## config.mk

```make
export PLATFORM = sky130hd
export DESIGN_NAME = dmem_ctrl
export DESIGN_NICKNAME = d
export VERILOG_FILES = /design/src/rtl/dmem_pkg.sv /design/src/rtl/dmem_lane.sv /design/src/rtl/dmem_ctrl.sv
export SDC_FILE = /design/constraint.sdc
export NUM_CORES = 2
export LEC_CHECK = 0
export CORE_UTILIZATION = 62
export CTS_CLUSTER_DIAMETER = 50
export DETAILED_ROUTE_END_ITERATION = 12
export PLACE_DENSITY = 0.79
export RECOVER_POWER = 25
export SLEW_MARGIN = 15
export SYNTH_ARGS = -nofsm -noshare
export SYNTH_HDL_FRONTEND = slang
export SYNTH_SLANG_ARGS = --single-unit
```

## constraint.sdc

```tcl
create_clock -name clk -period 7.7 [get_ports clk]
set_input_delay 2.31 -clock clk [delete_from_list [all_inputs] [get_ports clk]]
set_output_delay 2.31 -clock clk [all_outputs]
set_load 0.005 [all_outputs]
```

## src/rtl/dmem_pkg.sv

```systemverilog
// Shared types and constants for the data-memory controller.
// No logic: enums, MMIO offsets and an alignment helper.
// No flow control of its own; users handle req/ready.
package dmem_pkg;

  // Access width as encoded on the CPU's size field; 2'd3 is left out on purpose.
  typedef enum logic [1:0] {
    SZ_BYTE = 2'd0,
    SZ_HALF = 2'd1,
    SZ_WORD = 2'd2
  } size_t;

  // Controller sequencing: accept, count wait states, present completion.
  typedef enum logic [1:0] {
    IDLE = 2'd0,
    WAIT = 2'd1,
    DONE = 2'd2
  } state_t;

  // Byte offsets inside the memory-mapped I/O window.
  localparam int unsigned IO_OUT_OFF = 0;
  localparam int unsigned CYC_OFF    = 4;
  localparam int unsigned MMIO_SPAN  = 256;

  // Natural alignment for the given access width; the illegal size never aligns.
  function automatic logic access_aligned(input logic [1:0] size, input logic [1:0] off);
    case (size)
      SZ_BYTE: return 1'b1;
      SZ_HALF: return ~off[0];
      SZ_WORD: return off == 2'b00;
      default: return 1'b0;
    endcase
  endfunction

endpackage

```

## src/rtl/dmem_lane.sv

```systemverilog
// Byte-lane steering: merges sub-word stores into a word, extracts/extends loads.
// Purely combinational, zero cycles.
// No flow control; the controller decides when results are used.
module dmem_lane import dmem_pkg::*; (
  input  logic [1:0]  size,
  input  logic [1:0]  off,
  input  logic        uns,
  input  logic [31:0] word,
  input  logic [31:0] wdata,
  output logic [31:0] merged,
  output logic [31:0] extracted
);

  logic [7:0]  byte_sel;
  logic [15:0] half_sel;

  // Little-endian lane pick: byte lane off, half lane off[1].
  assign byte_sel = word[{off, 3'b000} +: 8];
  assign half_sel = word[{off[1], 4'b0000} +: 16];

  // Store merge: only the addressed lanes change, the rest of the word is kept.
  always_comb begin
    merged = word;
    case (size)
      SZ_BYTE: merged[{off, 3'b000} +: 8]     = wdata[7:0];
      SZ_HALF: merged[{off[1], 4'b0000} +: 16] = wdata[15:0];
      SZ_WORD: merged = wdata;
      default: merged = word;
    endcase
  end

  // Load extract: right-justify the lane, then sign- or zero-extend; word ignores uns.
  always_comb begin
    extracted = word;
    case (size)
      SZ_BYTE: extracted = {{24{~uns & byte_sel[7]}}, byte_sel};
      SZ_HALF: extracted = {{16{~uns & half_sel[15]}}, half_sel};
      SZ_WORD: extracted = word;
      default: extracted = word;
    endcase
  end

endmodule

```

## src/rtl/dmem_ctrl.sv

```systemverilog
// Load/store controller: word RAM with byte/half/word access plus an MMIO window.
// Legal access completes LATENCY+2 cycles after req, a rejected one after 1 cycle.
// CPU holds req until the one-cycle ready pulse; dropping req during WAIT aborts.
module dmem_ctrl import dmem_pkg::*; #(
  parameter int          DATA_W    = 32,
  parameter int          ADDR_W    = 32,
  parameter int          DEPTH     = 64,
  parameter int          LATENCY   = 2,
  parameter logic [31:0] MMIO_BASE = 32'hFFFF_0000
) (
  input  logic              clk,
  input  logic              reset,
  input  logic              req,
  input  logic              we,
  input  logic [1:0]        size,
  input  logic              uns,
  input  logic [ADDR_W-1:0] addr,
  input  logic [DATA_W-1:0] wdata,
  output logic [DATA_W-1:0] rdata,
  output logic              ready,
  output logic              fault,
  output logic [DATA_W-1:0] io_out
);

  localparam int                IDX_W  = $clog2(DEPTH);
  localparam logic [2:0]        LAT    = 3'(LATENCY);
  localparam logic [ADDR_W-1:0] BASE_A = ADDR_W'(MMIO_BASE);

  state_t            state, state_n;
  logic [2:0]        cnt;
  logic              fault_q;
  logic [31:0]       cyc;
  logic              do_access;

  logic [DATA_W-1:0] mem [DEPTH];
  logic [DATA_W-1:0] ram_word, ram_merged, ram_load, io_rd, load_val;

  logic [ADDR_W-1:0] word_addr, io_off;
  logic [IDX_W-1:0]  widx;
  logic              in_ram, in_io, legal;

  // Address decode. RAM wins should the window ever overlap it.
  assign word_addr = addr >> 2;
  assign widx      = word_addr[IDX_W-1:0];
  assign in_ram    = word_addr < ADDR_W'(DEPTH);
  assign io_off    = addr - BASE_A;
  assign in_io     = !in_ram && (addr >= BASE_A) && (io_off < ADDR_W'(MMIO_SPAN));
  // MMIO registers are word-only; sub-word access there is rejected like a misalignment.
  assign legal     = access_aligned(size, addr[1:0]) &&
                     (in_ram || (in_io && size == SZ_WORD));

  assign ram_word = mem[widx];

  dmem_lane u_lane (
    .size      (size),
    .off       (addr[1:0]),
    .uns       (uns),
    .word      (ram_word),
    .wdata     (wdata),
    .merged    (ram_merged),
    .extracted (ram_load)
  );

  // MMIO read mux: output register, cycle counter, everything else reads zero.
  always_comb begin
    io_rd = '0;
    if (io_off == ADDR_W'(IO_OUT_OFF)) io_rd = io_out;
    else if (io_off == ADDR_W'(CYC_OFF)) io_rd = cyc;
  end

  assign load_val = in_ram ? ram_load : io_rd;

  // State register.
  always_ff @(posedge clk or posedge reset) begin
    if (reset) state <= IDLE;
    else       state <= state_n;
  end

  // Next state: accept or reject in IDLE, count down in WAIT, single DONE cycle.
  always_comb begin
    state_n   = state;
    do_access = 1'b0;
    case (state)
      IDLE: begin
        if (req) state_n = legal ? WAIT : DONE;
      end
      WAIT: begin
        if (!req) begin
          state_n = IDLE;
        end else if (cnt == 3'd0) begin
          do_access = 1'b1;
          state_n   = DONE;
        end
      end
      DONE:    state_n = IDLE;
      default: state_n = IDLE;
    endcase
  end

  assign ready = (state == DONE);
  assign fault = ready & fault_q;

  // Wait counter, fault flag, load result, MMIO output register and cycle counter.
  always_ff @(posedge clk or posedge reset) begin
    if (reset) begin
      cnt     <= 3'd0;
      fault_q <= 1'b0;
      rdata   <= '0;
      io_out  <= '0;
      cyc     <= 32'd0;
    end else begin
      cyc <= cyc + 32'd1;
      if (state == IDLE && req) begin
        cnt     <= LAT;
        fault_q <= ~legal;
      end else if (state == WAIT && cnt != 3'd0) begin
        cnt <= cnt - 3'd1;
      end
      if (do_access) begin
        if (!we)
          rdata <= load_val;
        else if (in_io && io_off == ADDR_W'(IO_OUT_OFF))
          io_out <= wdata;
      end
    end
  end

  // RAM write port: read-modify-write of the addressed word; contents survive reset.
  always_ff @(posedge clk) begin
    if (do_access && we && in_ram) mem[widx] <= ram_merged;
  end

endmodule

```

==> run_results.csv <==
group,metric,value,unit
layout,postLayoutCoreUtil,0.716,
setup_path,r2r-end,"mem[33][5]",
yosys,synthMuxAreaShare,0.151,
setup_path,crit_path_end_kind,"flip-flop",
power,leakage,32.2,nW
timing,setup_viol,0,
yosys,async_flop_share,0.0474,
yosys,synth.distinct_cells,86,
yosys,seq_area_frac_synth,0.752,
power,powerDensity,260,nW/um2
layout,fill_cells,7632,
setup_path,cpPeakStageDelay,1.94,ns
hold_path,min_to,"cyc[18]",
timing,period_minus_slack,6.76,ns
routing,drc,0,
place,routabilityCongestion,1.03,
yosys,yosysWarnings,0,
setup_path,crit_chain,"dlygate4sd3_1 -> nor4_1 -> nand2_1 -> or2_0 -> clkbuf_1 -> nor3_1 -> nand3_1 -> clkbuf_1 -> nor2_1 -> buf_12",
floorplan,dieArea,139000,um2
clocking,clkSinkCount,2150,
setup_path,critPathArrivalTime,7.30,ns
timing,tightest_slew,3.10,ns
timing,setup_tns,0,ns
yosys,synth-main-ff-cell,"edfxtp_1",
routing,post_drt_wl_per_cell,38.1,um
yosys,synth_edf_count,2048,
floorplan,dieHeight,373,um
timing,report.final.slew_viol_count,375,
clocking,tritoncts,"done",
global_route,grt_overflow,0,
run_status,failed_checks,"max-capacitance violations, max-slew violations",
yosys,avgSynthCellArea,19.9,um2
floorplan,row_count,135,
place,io_buffer_count,136,
yosys,synthCells,4290,
clocking,cts_hold_buf,0,
yosys,synth_top_family_by_area,"multiplexers",
layout,mostFrequentLayoutCells,"edfxtp_1 (2048), mux4_2 (391), mux2i_1 (356)",
routing,drtAntennaViolNets,0,
hold_path,whs_path_depth,1,
global_route,antenna_found_initial,8,
hold_path,hold_path.class,"flip-flop to flip-flop",
routing,first_pass_iters,8,
yosys,synth-seq-cells,2150,
floorplan,pin_count,137,
job,drv_cap,20,
setup_path,rr_startpoint,"cnt[1]",
layout,regArea,64100,um2
clocking,cts_setup_buffers,0,
layout,area_growth,14.2,%
floorplan,core,136000,um2
hold_path,min_from,"cyc[18]",
clocking,clk_latency,0.87,ns
global_route,grt_pass1_wl,354000,um
run_status,status,"finished, violations left",
setup_path,crit_slowest_cell,"nor2_1",
layout,multi_input_area,20300,um2
power,max-vdd-ir-drop,0.185,mV
global_route,grt_use_total,0.366,
global_route,grt_pass1_vias,47400,
yosys,synth_compound_gate_area_share,0.0459,
floorplan,die_x,373,um
routing,dr_total_vias,48500,
yosys,synth_simple_gate_area_frac,0.0291,
clocking,cts_buffers,209,
floorplan,initial_utilization,0.627,
setup_path,cp-start-kind,"primary input",
routing,first_iter_violations,8169,
yosys,synth_area,85200,um2
yosys,synth_fa_ha_area_frac,0.00118,
timing,finalHoldViolCount,0,
routing,routed_wirelength,252000,um
setup_path,crit_fanout,18,
setup_path,crit_type,"primary input to flip-flop",
timing,holdWs,0.488,ns
timing,rsz0062_at_grt,"no",
timing,max_freq,0.148,GHz
clocking,clock_path_buffers,3,
setup_path,crit_top_cell,"clkbuf_1",
setup_path,worst-path-buf-inv,4,
timing,skew,0.0467,ns
yosys,synth_nets,4369,
routing,viasPerCell,7.31,
setup_path,cp_top_family,"simple AND/OR/NAND/NOR gates",
timing,finalCritPeriodShare,0.878,
clocking,h-tree-depth,4,
clocking,path_clk_slew,0.06,ns
layout,drive_gt1_frac,0.228,
clocking,cts_root_buf,"clkbuf_16",
setup_path,r2r_cells,11,
global_route,grt_max_degree,65,
layout,final_common_cell,"edfxtp_1",
clocking,cts_resized,0,
yosys,synth_xor_area_frac,0.00308,
setup_path,r2r_setup_slack,2.58,ns
setup_path,cp.required,8.24,ns
timing,slew_headroom,-1.06,
place,dp.final_hpwl,154000,um
layout,layout.nets,4739,
[kinds of logic after synthesis]
family          count (synthesis)
flops                        2150
mux                           789
compound gates                567
simple gates                  489
buf+inv                       257
xor+xnor                       30
fa+ha+maj                       8
[metrics by stage]
step	total power, mW	instance area [um2]	setup slack (ns)	cells
after global routing	25.7	97200	0.817	6621
after detailed placement	15.2	90600	0.966	6230
after CTS	25.2	97500	1.87	6621
final	25.3	97200	0.939	6626
after floorplan	14.4	85200	0.322	4290
after global placement	15.1	90600	1.03	6230
[how the worst max path moves through the flow]
stage                   to  slack, ns      from  depth (start not counted)
2_1_floorplan   mem[0][22]       0.32   addr[2]                         13
3_3_place_gp   mem[16][28]       1.03   addr[3]                         13
3_5_place_dp   mem[19][28]       0.97   addr[3]                         13
4_1_cts        mem[53][28]       1.87   addr[3]                         13
5_1_grt         mem[33][5]       0.82  addr[10]                         10
6_report        mem[33][5]       0.94  addr[10]                         10
[flip-flops by register name, summed over array words and instances (netlist names)]
name,count
mem,2048
cnt,3
state,2
cyc,32
io_out,32
fault_q,1
rdata,32
[Yosys cell counts, drive strengths merged, types with 8 or more instances]
cell type  count  area [um2]
edfxtp      2048       61500
mux4         391        8810
mux2i        356        3560
nor2         171         644
buf          168        1200
dfrtp        102        2550
o21ai        101         505
o22ai        101         632
nand2         95         357
a21oi         78         394
a22oi         75         563
clkbuf        70         263
nand3         60         300
a221oi        45         400
mux2          42         473
nor3          26         150
a31oi         25         156
a221o         24         240
nor4          24         209
a211oi        22         185
nand4         22         138
o221ai        21         184
xnor2         21         184
nor2b         17         106
o211ai        17         133
a22o          16         140
inv           16        60.1
and3          11        68.8
nand2b         9        56.3
o31ai          9        67.6
xor2           9        78.8
and2           8        50.1
ha             8         100
or3            8        50.1
[per-layer routing]
layer / part of all wire / GRT usage / routed length (um) / vias up
li1: - / - / - / 18700
met1: 0.32 / 0.469 / 81300 / 24500
met2: 0.46 / 0.558 / 116000 / 4403
met3: 0.14 / 0.0928 / 34100 / 953
met4: 0.083 / 0.246 / 20800 / 0
met5: 0 / 0 / 0 / -
[where the power goes]
group / switching, mW / total [mW] / leakage, nW / internal, mW
clock network: 4.46 / 10.3 / 3.33 / 5.80
registers: 0.00790 / 13.1 / 19.8 / 13.1
logic: 1.34 / 1.87 / 8.99 / 0.528
total: 5.82 / 25.3 / 32.2 / 19.5
[area by class of cell]
cell class	instances	area share
antenna	5	0.000129
timing repair buffer	397	0.0379
sequential	2150	0.659
clock buffer	253	0.0560
multi-input combinational	1883	0.209
clock inverter	138	0.0146
tap	1781	0.0229
inverter	19	0.000798
Note: power is estimated with default switching activity, not from simulation.
